===== config.mk =====
export PLATFORM = sky130hd
export DESIGN_NAME = pixel_dispatcher
export DESIGN_NICKNAME = d
export VERILOG_FILES = /design/src/rtl/pixel_dispatcher.sv
export SDC_FILE = /design/constraint.sdc
export NUM_CORES = 1
export LEC_CHECK = 0
export ABC_AREA = 1
export BUFFER_PORTS_ARGS = -buffer_cell sky130_fd_sc_hd__buf_2
export CORE_ASPECT_RATIO = 1.1
export CORE_MARGIN = 2
export CORE_UTILIZATION = 40
export CTS_CLUSTER_SIZE = 20
export DETAILED_ROUTE_END_ITERATION = 16
export PLACE_DENSITY_LB_ADDON = 0.15
export SYNTH_ARGS = -nofsm -noshare
export SYNTH_HDL_FRONTEND = slang
export SYNTH_SLANG_ARGS = --single-unit

===== constraint.sdc =====
create_clock -name clk -period 4.4 [get_ports clk]
set_clock_uncertainty 0.1 [all_clocks]
set_input_delay 0 -clock clk [delete_from_list [all_inputs] [get_ports clk]]
set_output_delay 0 -clock clk [all_outputs]
set_load 0.05 [all_outputs]

===== src/rtl/pixel_dispatcher.sv =====
// pixel_dispatcher: walks a W x H frame in raster order and hands each pixel
// to one of NUM_ENGINES engines via a round-robin ready/valid handshake.
// Ports:
//   clk, reset            clock, synchronous active-high reset
//   start, stop           frame start pulse (IDLE only), abort request (RUN only)
//   cfg_width/cfg_height  frame size, clamped to MAX_WIDTH/MAX_HEIGHT
//   eng_ready             per-engine idle/accept indication
//   pix_valid             one-hot issue strobe, pix_x/pix_y carry the pixel
//   busy                  high in RUN and DRAIN
//   frame_done, aborted   end-of-frame pulse and its abort flag
//   pixels_issued         saturating issue count for the current/last frame
module pixel_dispatcher #(
  parameter int unsigned COORD_W     = 10,
  parameter int unsigned NUM_ENGINES = 12,
  parameter int unsigned MAX_WIDTH   = 640,
  parameter int unsigned MAX_HEIGHT  = 480
) (
  input  logic                     clk,
  input  logic                     reset,
  input  logic                     start,
  input  logic                     stop,
  input  logic [COORD_W-1:0]       cfg_width,
  input  logic [COORD_W-1:0]       cfg_height,
  input  logic [NUM_ENGINES-1:0]   eng_ready,
  output logic [NUM_ENGINES-1:0]   pix_valid,
  output logic [COORD_W-1:0]       pix_x,
  output logic [COORD_W-1:0]       pix_y,
  output logic                     busy,
  output logic                     frame_done,
  output logic                     aborted,
  output logic [2*COORD_W-1:0]     pixels_issued
);

  localparam int unsigned PTR_W = (NUM_ENGINES > 1) ? $clog2(NUM_ENGINES) : 1;
  localparam int unsigned SUM_W = PTR_W + 1;
  localparam int unsigned CNT_W = 2 * COORD_W;

  localparam logic [COORD_W-1:0]     MAX_W_C     = COORD_W'(MAX_WIDTH);
  localparam logic [COORD_W-1:0]     MAX_H_C     = COORD_W'(MAX_HEIGHT);
  localparam logic [SUM_W-1:0]       NUM_E_C     = SUM_W'(NUM_ENGINES);
  localparam logic [PTR_W-1:0]       LAST_E_C    = PTR_W'(NUM_ENGINES - 1);
  localparam logic [NUM_ENGINES-1:0] ALL_READY_C = '1;

  typedef enum logic [1:0] {
    ST_IDLE  = 2'd0,
    ST_RUN   = 2'd1,
    ST_DRAIN = 2'd2
  } state_e;

  state_e                 state_q, state_d;
  logic [COORD_W-1:0]     w_q, w_d, h_q, h_d;
  logic [COORD_W-1:0]     x_q, x_d, y_q, y_d;
  logic [PTR_W-1:0]       ptr_q, ptr_d;
  logic [NUM_ENGINES-1:0] pix_valid_q, pix_valid_d;
  logic [COORD_W-1:0]     pix_x_q, pix_x_d, pix_y_q, pix_y_d;
  logic                   busy_q, busy_d;
  logic                   frame_done_q, frame_done_d;
  logic                   aborted_q, aborted_d;
  logic [CNT_W-1:0]       cnt_q, cnt_d;

  logic [NUM_ENGINES-1:0] cand;
  logic [NUM_ENGINES-1:0] cand_rot;
  logic                   gnt_found;
  logic [PTR_W-1:0]       gnt_off;
  logic [SUM_W-1:0]       gnt_sum;
  logic [PTR_W-1:0]       gnt_idx;
  logic [NUM_ENGINES-1:0] gnt_oh;
  logic                   last_px;
  logic                   issue;

  // Round-robin arbiter: rotate candidates so the pointer sits at bit 0,
  // take the lowest set bit, then rotate the offset back to an engine index.
  // The engine issued last cycle is masked since its ready may still be high.
  always_comb begin
    cand     = eng_ready & ~pix_valid_q;
    cand_rot = NUM_ENGINES'({cand, cand} >> ptr_q);
    gnt_found = 1'b0;
    gnt_off   = '0;
    for (int i = NUM_ENGINES - 1; i >= 0; i--) begin
      if (cand_rot[i]) begin
        gnt_found = 1'b1;
        gnt_off   = PTR_W'(i);
      end
    end
    gnt_sum = SUM_W'(ptr_q) + SUM_W'(gnt_off);
    if (gnt_sum >= NUM_E_C) begin
      gnt_sum = gnt_sum - NUM_E_C;
    end
    gnt_idx = PTR_W'(gnt_sum);
    gnt_oh  = NUM_ENGINES'(1) << gnt_idx;
  end

  // Next-state and registered-output computation.
  always_comb begin
    state_d      = state_q;
    w_d          = w_q;
    h_d          = h_q;
    x_d          = x_q;
    y_d          = y_q;
    ptr_d        = ptr_q;
    pix_valid_d  = '0;
    pix_x_d      = pix_x_q;
    pix_y_d      = pix_y_q;
    frame_done_d = 1'b0;
    aborted_d    = aborted_q;
    cnt_d        = cnt_q;
    last_px      = (x_q == w_q - COORD_W'(1)) && (y_q == h_q - COORD_W'(1));
    issue        = 1'b0;

    case (state_q)
      ST_IDLE: begin
        if (start) begin
          w_d       = (cfg_width  > MAX_W_C) ? MAX_W_C : cfg_width;
          h_d       = (cfg_height > MAX_H_C) ? MAX_H_C : cfg_height;
          x_d       = '0;
          y_d       = '0;
          cnt_d     = '0;
          aborted_d = 1'b0;
          state_d   = ((w_d == '0) || (h_d == '0)) ? ST_DRAIN : ST_RUN;
        end
      end
      ST_RUN: begin
        // stop suppresses the grant, except when the grant is the last pixel
        issue = gnt_found && (!stop || last_px);
        if (issue) begin
          pix_valid_d = gnt_oh;
          pix_x_d     = x_q;
          pix_y_d     = y_q;
          cnt_d       = (cnt_q == '1) ? cnt_q : cnt_q + CNT_W'(1);
          ptr_d       = (gnt_idx == LAST_E_C) ? '0 : gnt_idx + PTR_W'(1);
          if (last_px) begin
            state_d = ST_DRAIN;
          end else if (x_q == w_q - COORD_W'(1)) begin
            x_d = '0;
            y_d = y_q + COORD_W'(1);
          end else begin
            x_d = x_q + COORD_W'(1);
          end
        end else if (stop) begin
          state_d   = ST_DRAIN;
          aborted_d = 1'b1;
        end
      end
      ST_DRAIN: begin
        // wait for every engine idle and the final handshake to have landed
        if ((eng_ready == ALL_READY_C) && (pix_valid_q == '0)) begin
          frame_done_d = 1'b1;
          state_d      = ST_IDLE;
        end
      end
      default: begin
        state_d = ST_IDLE;
      end
    endcase

    busy_d = (state_d != ST_IDLE);
  end

  // State and output registers.
  always_ff @(posedge clk) begin
    if (reset) begin
      state_q      <= ST_IDLE;
      w_q          <= '0;
      h_q          <= '0;
      x_q          <= '0;
      y_q          <= '0;
      ptr_q        <= '0;
      pix_valid_q  <= '0;
      pix_x_q      <= '0;
      pix_y_q      <= '0;
      busy_q       <= 1'b0;
      frame_done_q <= 1'b0;
      aborted_q    <= 1'b0;
      cnt_q        <= '0;
    end else begin
      state_q      <= state_d;
      w_q          <= w_d;
      h_q          <= h_d;
      x_q          <= x_d;
      y_q          <= y_d;
      ptr_q        <= ptr_d;
      pix_valid_q  <= pix_valid_d;
      pix_x_q      <= pix_x_d;
      pix_y_q      <= pix_y_d;
      busy_q       <= busy_d;
      frame_done_q <= frame_done_d;
      aborted_q    <= aborted_d;
      cnt_q        <= cnt_d;
    end
  end

  assign pix_valid     = pix_valid_q;
  assign pix_x         = pix_x_q;
  assign pix_y         = pix_y_q;
  assign busy          = busy_q;
  assign frame_done    = frame_done_q;
  assign aborted       = aborted_q;
  assign pixels_issued = cnt_q;

endmodule


# After elaboration in Yosys (flattened, before gate mapping)
# Cells that the tools add are included.
dict set report word_totals {
  ram_bits 0
  latchBits 0
  n_memories 0
  ff_bits 101
  wordCells 118
  output_inout_bits 55
  mem_bits_ro 0
  in_bits 36
}
dict set report op_classes {
  magnitude_cmp 3
  n_shift 2
  n_eq_ne 14
  div_mod_pow 0
  n_mux 53
  add_sub_neg 8
  n_bitwise 5
  n_reduce_logical 20
  multipliers 0
}
# operator count
set ops {}
lappend ops {{10-bit 2-to-1 mux} 9}
lappend ops {{20-bit 2-to-1 mux} 3}
lappend ops {{4-bit 2-to-1 mux} 14}
lappend ops {{10-bit one-hot mux with 2 select lines} 2}
lappend ops {{20-bit one-hot mux with 2 select lines} 1}
lappend ops {{24-bit by 4-bit right shift with 12-bit output} 1}
lappend ops {{10-bit by 1-bit adder with 10-bit output, second input constant} 2}
lappend ops {{20-bit by 1-bit adder with 20-bit output, second input constant} 1}
lappend ops {{10-bit equality test} 2}
lappend ops {{20-bit equality test, second input constant} 1}
lappend ops {{10-bit logical NOT} 2}
lappend ops {{10-bit by 1-bit subtractor with 10-bit output, second input constant} 2}
lappend ops {{1-bit 2-to-1 mux} 16}
lappend ops {{2-bit inequality test, second input constant} 7}
lappend ops {{12-bit bitwise AND} 1}
lappend ops {{12-bit equality test, second input constant} 1}
lappend ops {{12-bit logical NOT} 1}
lappend ops {{2-bit 2-to-1 mux} 6}
lappend ops {{12-bit NOT} 1}
lappend ops {{4-bit AND reduction} 3}
lappend ops {{1-bit by 4-bit left shift with 12-bit output, first input constant} 1}
lappend ops {{10-bit greater-than comparator, second input constant} 1}
lappend ops {{10-bit by 9-bit greater-than comparator with 1-bit output, second input constant} 1}
lappend ops {{2-bit one-hot mux with 3 select lines} 1}
lappend ops {{18 further kinds} 25}

# Logic depth before layout (Yosys ltp)
dict set report logic_depth {
  ltp_word 20
  ltp_mapped 32
  ltp_nobuf 31
}

# Worst setup path before layout
# OpenSTA, ideal clock, no wires.
dict set report synth_timing {
  kind {flip-flop to flip-flop}
  startpoint {register pix_valid_q[11] (netlist: pix_valid[11])}
  endpoint {register ptr_q[2]}
  path_slack_ps 323
  period_less_slack_ps 4077
  arrival_ps 3918
  stages_incl_launch_ff 30
  required_time_ps 4241
  n_path_buf 0
  setup_ps 59
  cell_sequence {dfxtp_1 -> inv_1 -> nand3_1 -> inv_1 -> o21ai_1 -> nand2_1 -> nand2_1 -> nand2_1 -> nand2_1 -> nand2_1 -> nand2_1 -> nand2_1 -> nand2_1 -> nand2_1 -> nand2_1 -> nand2_1 -> nand2_1 -> a21oi_1 -> ha_1 -> fa_1 -> inv_1 -> ha_1 -> a221oi_1 -> o21ai_0 -> nand2_1 -> nand2_1 -> inv_1 -> ha_1 -> nand3b_1 -> nand2_1}
}
dict set report synth_between {
  elab_chain_cells 20
  word_cells_on_any_way 36
  cone_classes {add/sub (3); order compare (1); eq/ne (1); shift (1); mux (26); bitwise (2); reduce/logical (2)}
}
# item line
set synth_lines {}
lappend synth_lines {{start, declared} 54} ;# logic [NUM_ENGINES-1:0] pix_valid_q, pix_valid_d;
lappend synth_lines {{start signal, assigned} 182} ;# pix_valid_q <= pix_valid_d;
lappend synth_lines {{12-bit NOT *} 75} ;# cand = eng_ready & ~pix_valid_q;
lappend synth_lines {{12-bit bitwise AND *} 75}
lappend synth_lines {{24-bit by 4-bit right shift with 12-bit output *} 76} ;# cand_rot = NUM_ENGINES'({cand, cand} >> ptr_q);
lappend synth_lines {{4-bit 2-to-1 mux (12 in series)} 80} ;# if (cand_rot[i]) begin
lappend synth_lines {{4-bit by 4-bit adder with 5-bit output} 85} ;# gnt_sum = SUM_W'(ptr_q) + SUM_W'(gnt_off);
lappend synth_lines {{4-bit subtractor / 5-bit by 4-bit greater-or-equal comparator with 1-bit output (equally long branches)} {87, 86}}
lappend synth_lines {{4-bit 2-to-1 mux} 86} ;# if (gnt_sum >= NUM_E_C) begin
lappend synth_lines {{4-bit by 1-bit adder with 4-bit output / 4-bit equality test (equally long branches)} 130} ;# ptr_d = (gnt_idx == LAST_E_C) ? '0 : gnt_idx + PTR_W'(1);
lappend synth_lines {{4-bit 2-to-1 mux} 130}
lappend synth_lines {{end signal, assigned} 181} ;# ptr_q <= ptr_d;
lappend synth_lines {{end, declared} 53} ;# logic [PTR_W-1:0] ptr_q, ptr_d;
# Every way passes the cells marked *; elsewhere a longest branch is shown, timed or not.
# A chain may end at the register's enable or synchronous reset.

# Worst setup path in the final report
dict set report layout_timing {
  startpoint {register ptr_q[0]}
  endpoint {register ptr_q[2]}
}
dict set report layout_between {
  elab_chain_cells 18
  word_cells_on_any_way 34
  cone_classes {add/sub (3); order compare (1); eq/ne (1); shift (1); mux (26); reduce/logical (2)}
}
# item line
set layout_lines {}
lappend layout_lines {{24-bit by 4-bit right shift with 12-bit output} 76}
lappend layout_lines {{4-bit 2-to-1 mux (12 in series)} 80}
lappend layout_lines {{4-bit by 4-bit adder with 5-bit output} 85}
lappend layout_lines {{4-bit subtractor / 5-bit by 4-bit greater-or-equal comparator with 1-bit output (equally long branches)} {87, 86}}
lappend layout_lines {{4-bit 2-to-1 mux} 86}
lappend layout_lines {{4-bit by 1-bit adder with 4-bit output / 4-bit equality test (equally long branches)} 130}
lappend layout_lines {{4-bit 2-to-1 mux} 130}
# Several ways; a longest one is shown, not always the timed one.

==> impl_metrics.toml <==
[sta]
fmax_ghz = 0.248
period_share = 0.916
tns_ns = 0
setup_viol = 0
period_minus_slack_ns = 4.03
maxSlewHeadroom = 0.428
tightest_slew_ns = 0.852
final_max_slew_viol_count = 0
rsz0062_at_grt = "no"
final_hold_viol_count = 0

[cells_and_area]
design_area_mm2 = 0.00774
final_common_cell = "nand2_1"
fillers = 1731
drive_above_1_share = 0.158
multi_input_area_mm2 = 0.00403
final_cells = 1321
antenna_cells = 0
regArea_mm2 = 0.00203
area_growth_pct = 16.4
final_cell_mix = "253 x nand2_1, 159 x nand3_1, 121 x nor2_1"
layout.nets = 1164

[critical_path]
cp.required_ns = 4.60
start_kind = "register"
r2r_start = "ptr_q[0]"
cpPeakStageDelay_ns = 0.41
reg2regPathDepth = 29
startpoint = "ptr_q[0]"
path_common_cell = "nand2_1"
end_kind = "register"
cp.arrival_ns = 4.23
crit_path_max_fanout = 9
crit_path_top_delay_cell = "fa_1"
crit_type = "reg -> reg"
r2r_setup_slack_ns = 0.37

[die]
die_h_um = 139
start_util = 0.408
die_area_mm2 = 0.0177
core-area_mm2 = 0.0163
num_rows = 49
ioPinCount = 91
dieWidth_um = 127

[pwr]
power_w = 0.00274
leakagePower_nw = 3.39
vdd_drop_max_v = 0.000209
p_per_area_mw_per_mm2 = 353

[drt]
drt-pass1-iter-count = 5
routed_wl_um = 17900
viasPerCell = 5.08
remaining_drc_errors = 0
drt_iter0_markers = 361
vias = 6710
ant_nets = 0
wl_per_cell_um = 13.6

[synthesis]
syn_nets = 1067
synth_edf_count = 0
synth.area.top_cells = "dfxtp_1 30%, nand2_1 14%, nand3_1 12%, nor2_1 6.8%, inv_1 4.6%"
synth-async-reset-ratio = 0
syn_inst = 1015
yosys_warnings = 0
synth-seq-cells = 101
synthFlopType = "dfxtp_1"
yosysSeqAreaShare = 0.304
syn_area_mm2 = 0.00665
ys_types = 45
synth_top_area_share = 0.304
synth_top_area_cell = "dfxtp_1"
syn_area_per_cell_um2 = 6.55

[place]
place_hpwl_um = 13100
placed_cells = 1278
port_buffers = 90
place_congestion = 0.912
place_area_mm2 = 0.00717

[global_routing]
grt_antenna_before_repair = 0
overflow = 0
grt_usage = 0.205
grt_max_degree = 54
grt_pass1_wl_um = 30300
grt_pass1_vias = 6330

[clock_network]
cts_tree = "built"
cts_root_buffer = "clkbuf_16"
clock_path_buffers = 2
clock-sinks = 101
cts_made_buffers = 9
cts.clk_slew.worst_paths_ns = 0.08
htreeDepth = 3
post-cts-setup-buffers = 0
insertion_delay_ns = 0.36

[hold_path]
hold_depth = 5
hp-class = "in -> reg"
hp-start = "cfg_height[9]"

[run]
max-cap-violations = 0

[outcome]
status = "finished clean"
## cells in the mapped netlist, types with 5 or more instances
cell      instances
a21oi_1          60
a21oi_2          13
buf_2            12
buf_6             8
clkbuf_1         14
dfxtp_1         101
ha_1             15
inv_1            81
inv_2             7
nand2_1         253
nand3_1         159
nand3_2          20
nand3b_1          6
nand4_1          22
nor2_1          121
nor2_2            5
nor3_1           11
o21ai_0          20
xnor2_1           9
xor2_1           32
## registers in the layout, summed over array words and instances (netlist names)
signal / cells
pix_y: 10
busy: 1
pix_valid: 12
aborted: 1
ptr_q: 4
pixels_issued: 20
x_q: 10
state_q: 2
frame_done: 1
w_q: 10
y_q: 10
pix_x: 10
h_q: 10
## routing by layer
| metal | vias to the layer above | global-route usage | share of wire |
|---|---|---|---|
| li1 | 3528 | - | - |
| met1 | 3035 | 0.277 | 0.49 |
| met5 | - | 0 | 0 |
| met4 | 0 | 0.0613 | 0.016 |
| met2 | 125 | 0.342 | 0.46 |
| met3 | 22 | 0.0277 | 0.035 |
## where the power goes
part	internal [W]	leakage (nW)	switching, W	total (W)
Combinational	0.000312	2.43	0.000603	0.000914
Sequential	0.000969	0.821	0.0000677	0.00104
Clock	0.000409	0.143	0.000377	0.000787
Total	0.00169	3.39	0.00105	0.00274
## worst max-delay path: cells and delay by family, from the launching register on
kind / cells / cell delay [ns]
flops: 1 / 0.38
compound gates: 3 / 0.50
simple gates: 19 / 1.38
buf+inv: 2 / 0.33
xor+xnor: 1 / 0.20
fa+ha+maj: 4 / 1.09
## logic make-up (layout without fill, tap and decap cells)
family	count (synthesis)	count (layout)	synth area share
AOI/OAI and AO/OA	108	108	0.0929
xor gates and xnor gates	41	41	0.0540
adders and majority gates	16	16	0.0312
buffers and inverters	131	233	0.0914
DFF	101	101	0.304
and+or+nand+nor	618	618	0.426
## final timing paths
path,end
setup reg to reg,ptr_q[2]
setup / recovery,ptr_q[2]
hold / removal,h_q[8]
hold reg to reg,h_q[9]
## timing repair
item,in CTS,in global routing
hold endpoints to repair,21,0
gates resized for setup,0,5
endpoints found under the setup margin,0,15
hold buffers,27,0
## metrics by stage
| step | hold slack [ns] | worst slack, ns | util |
|---|---|---|---|
| after floorplan | 0.0387 | 0.323 | - |
| after global placement | 0.151 | 0.258 | 0.440 |
| after detailed placement | 0.157 | 0.140 | 0.440 |
| after CTS | 0.0395 | 0.131 | 0.474 |
| after global routing | 0.103 | 0.00889 | 0.475 |
| final | 0.0553 | 0.368 | 0.475 |
## cell type report
type,count,share of cell area
Multi-Input combinational cell,783,0.521
Clock buffer,10,0.0309
Inverter,90,0.0443
Sequential cell,101,0.262
Tap cell,204,0.0330
Timing Repair Buffer,127,0.103
Clock inverter,6,0.00679
Note: power is estimated with default switching activity, not from simulation.
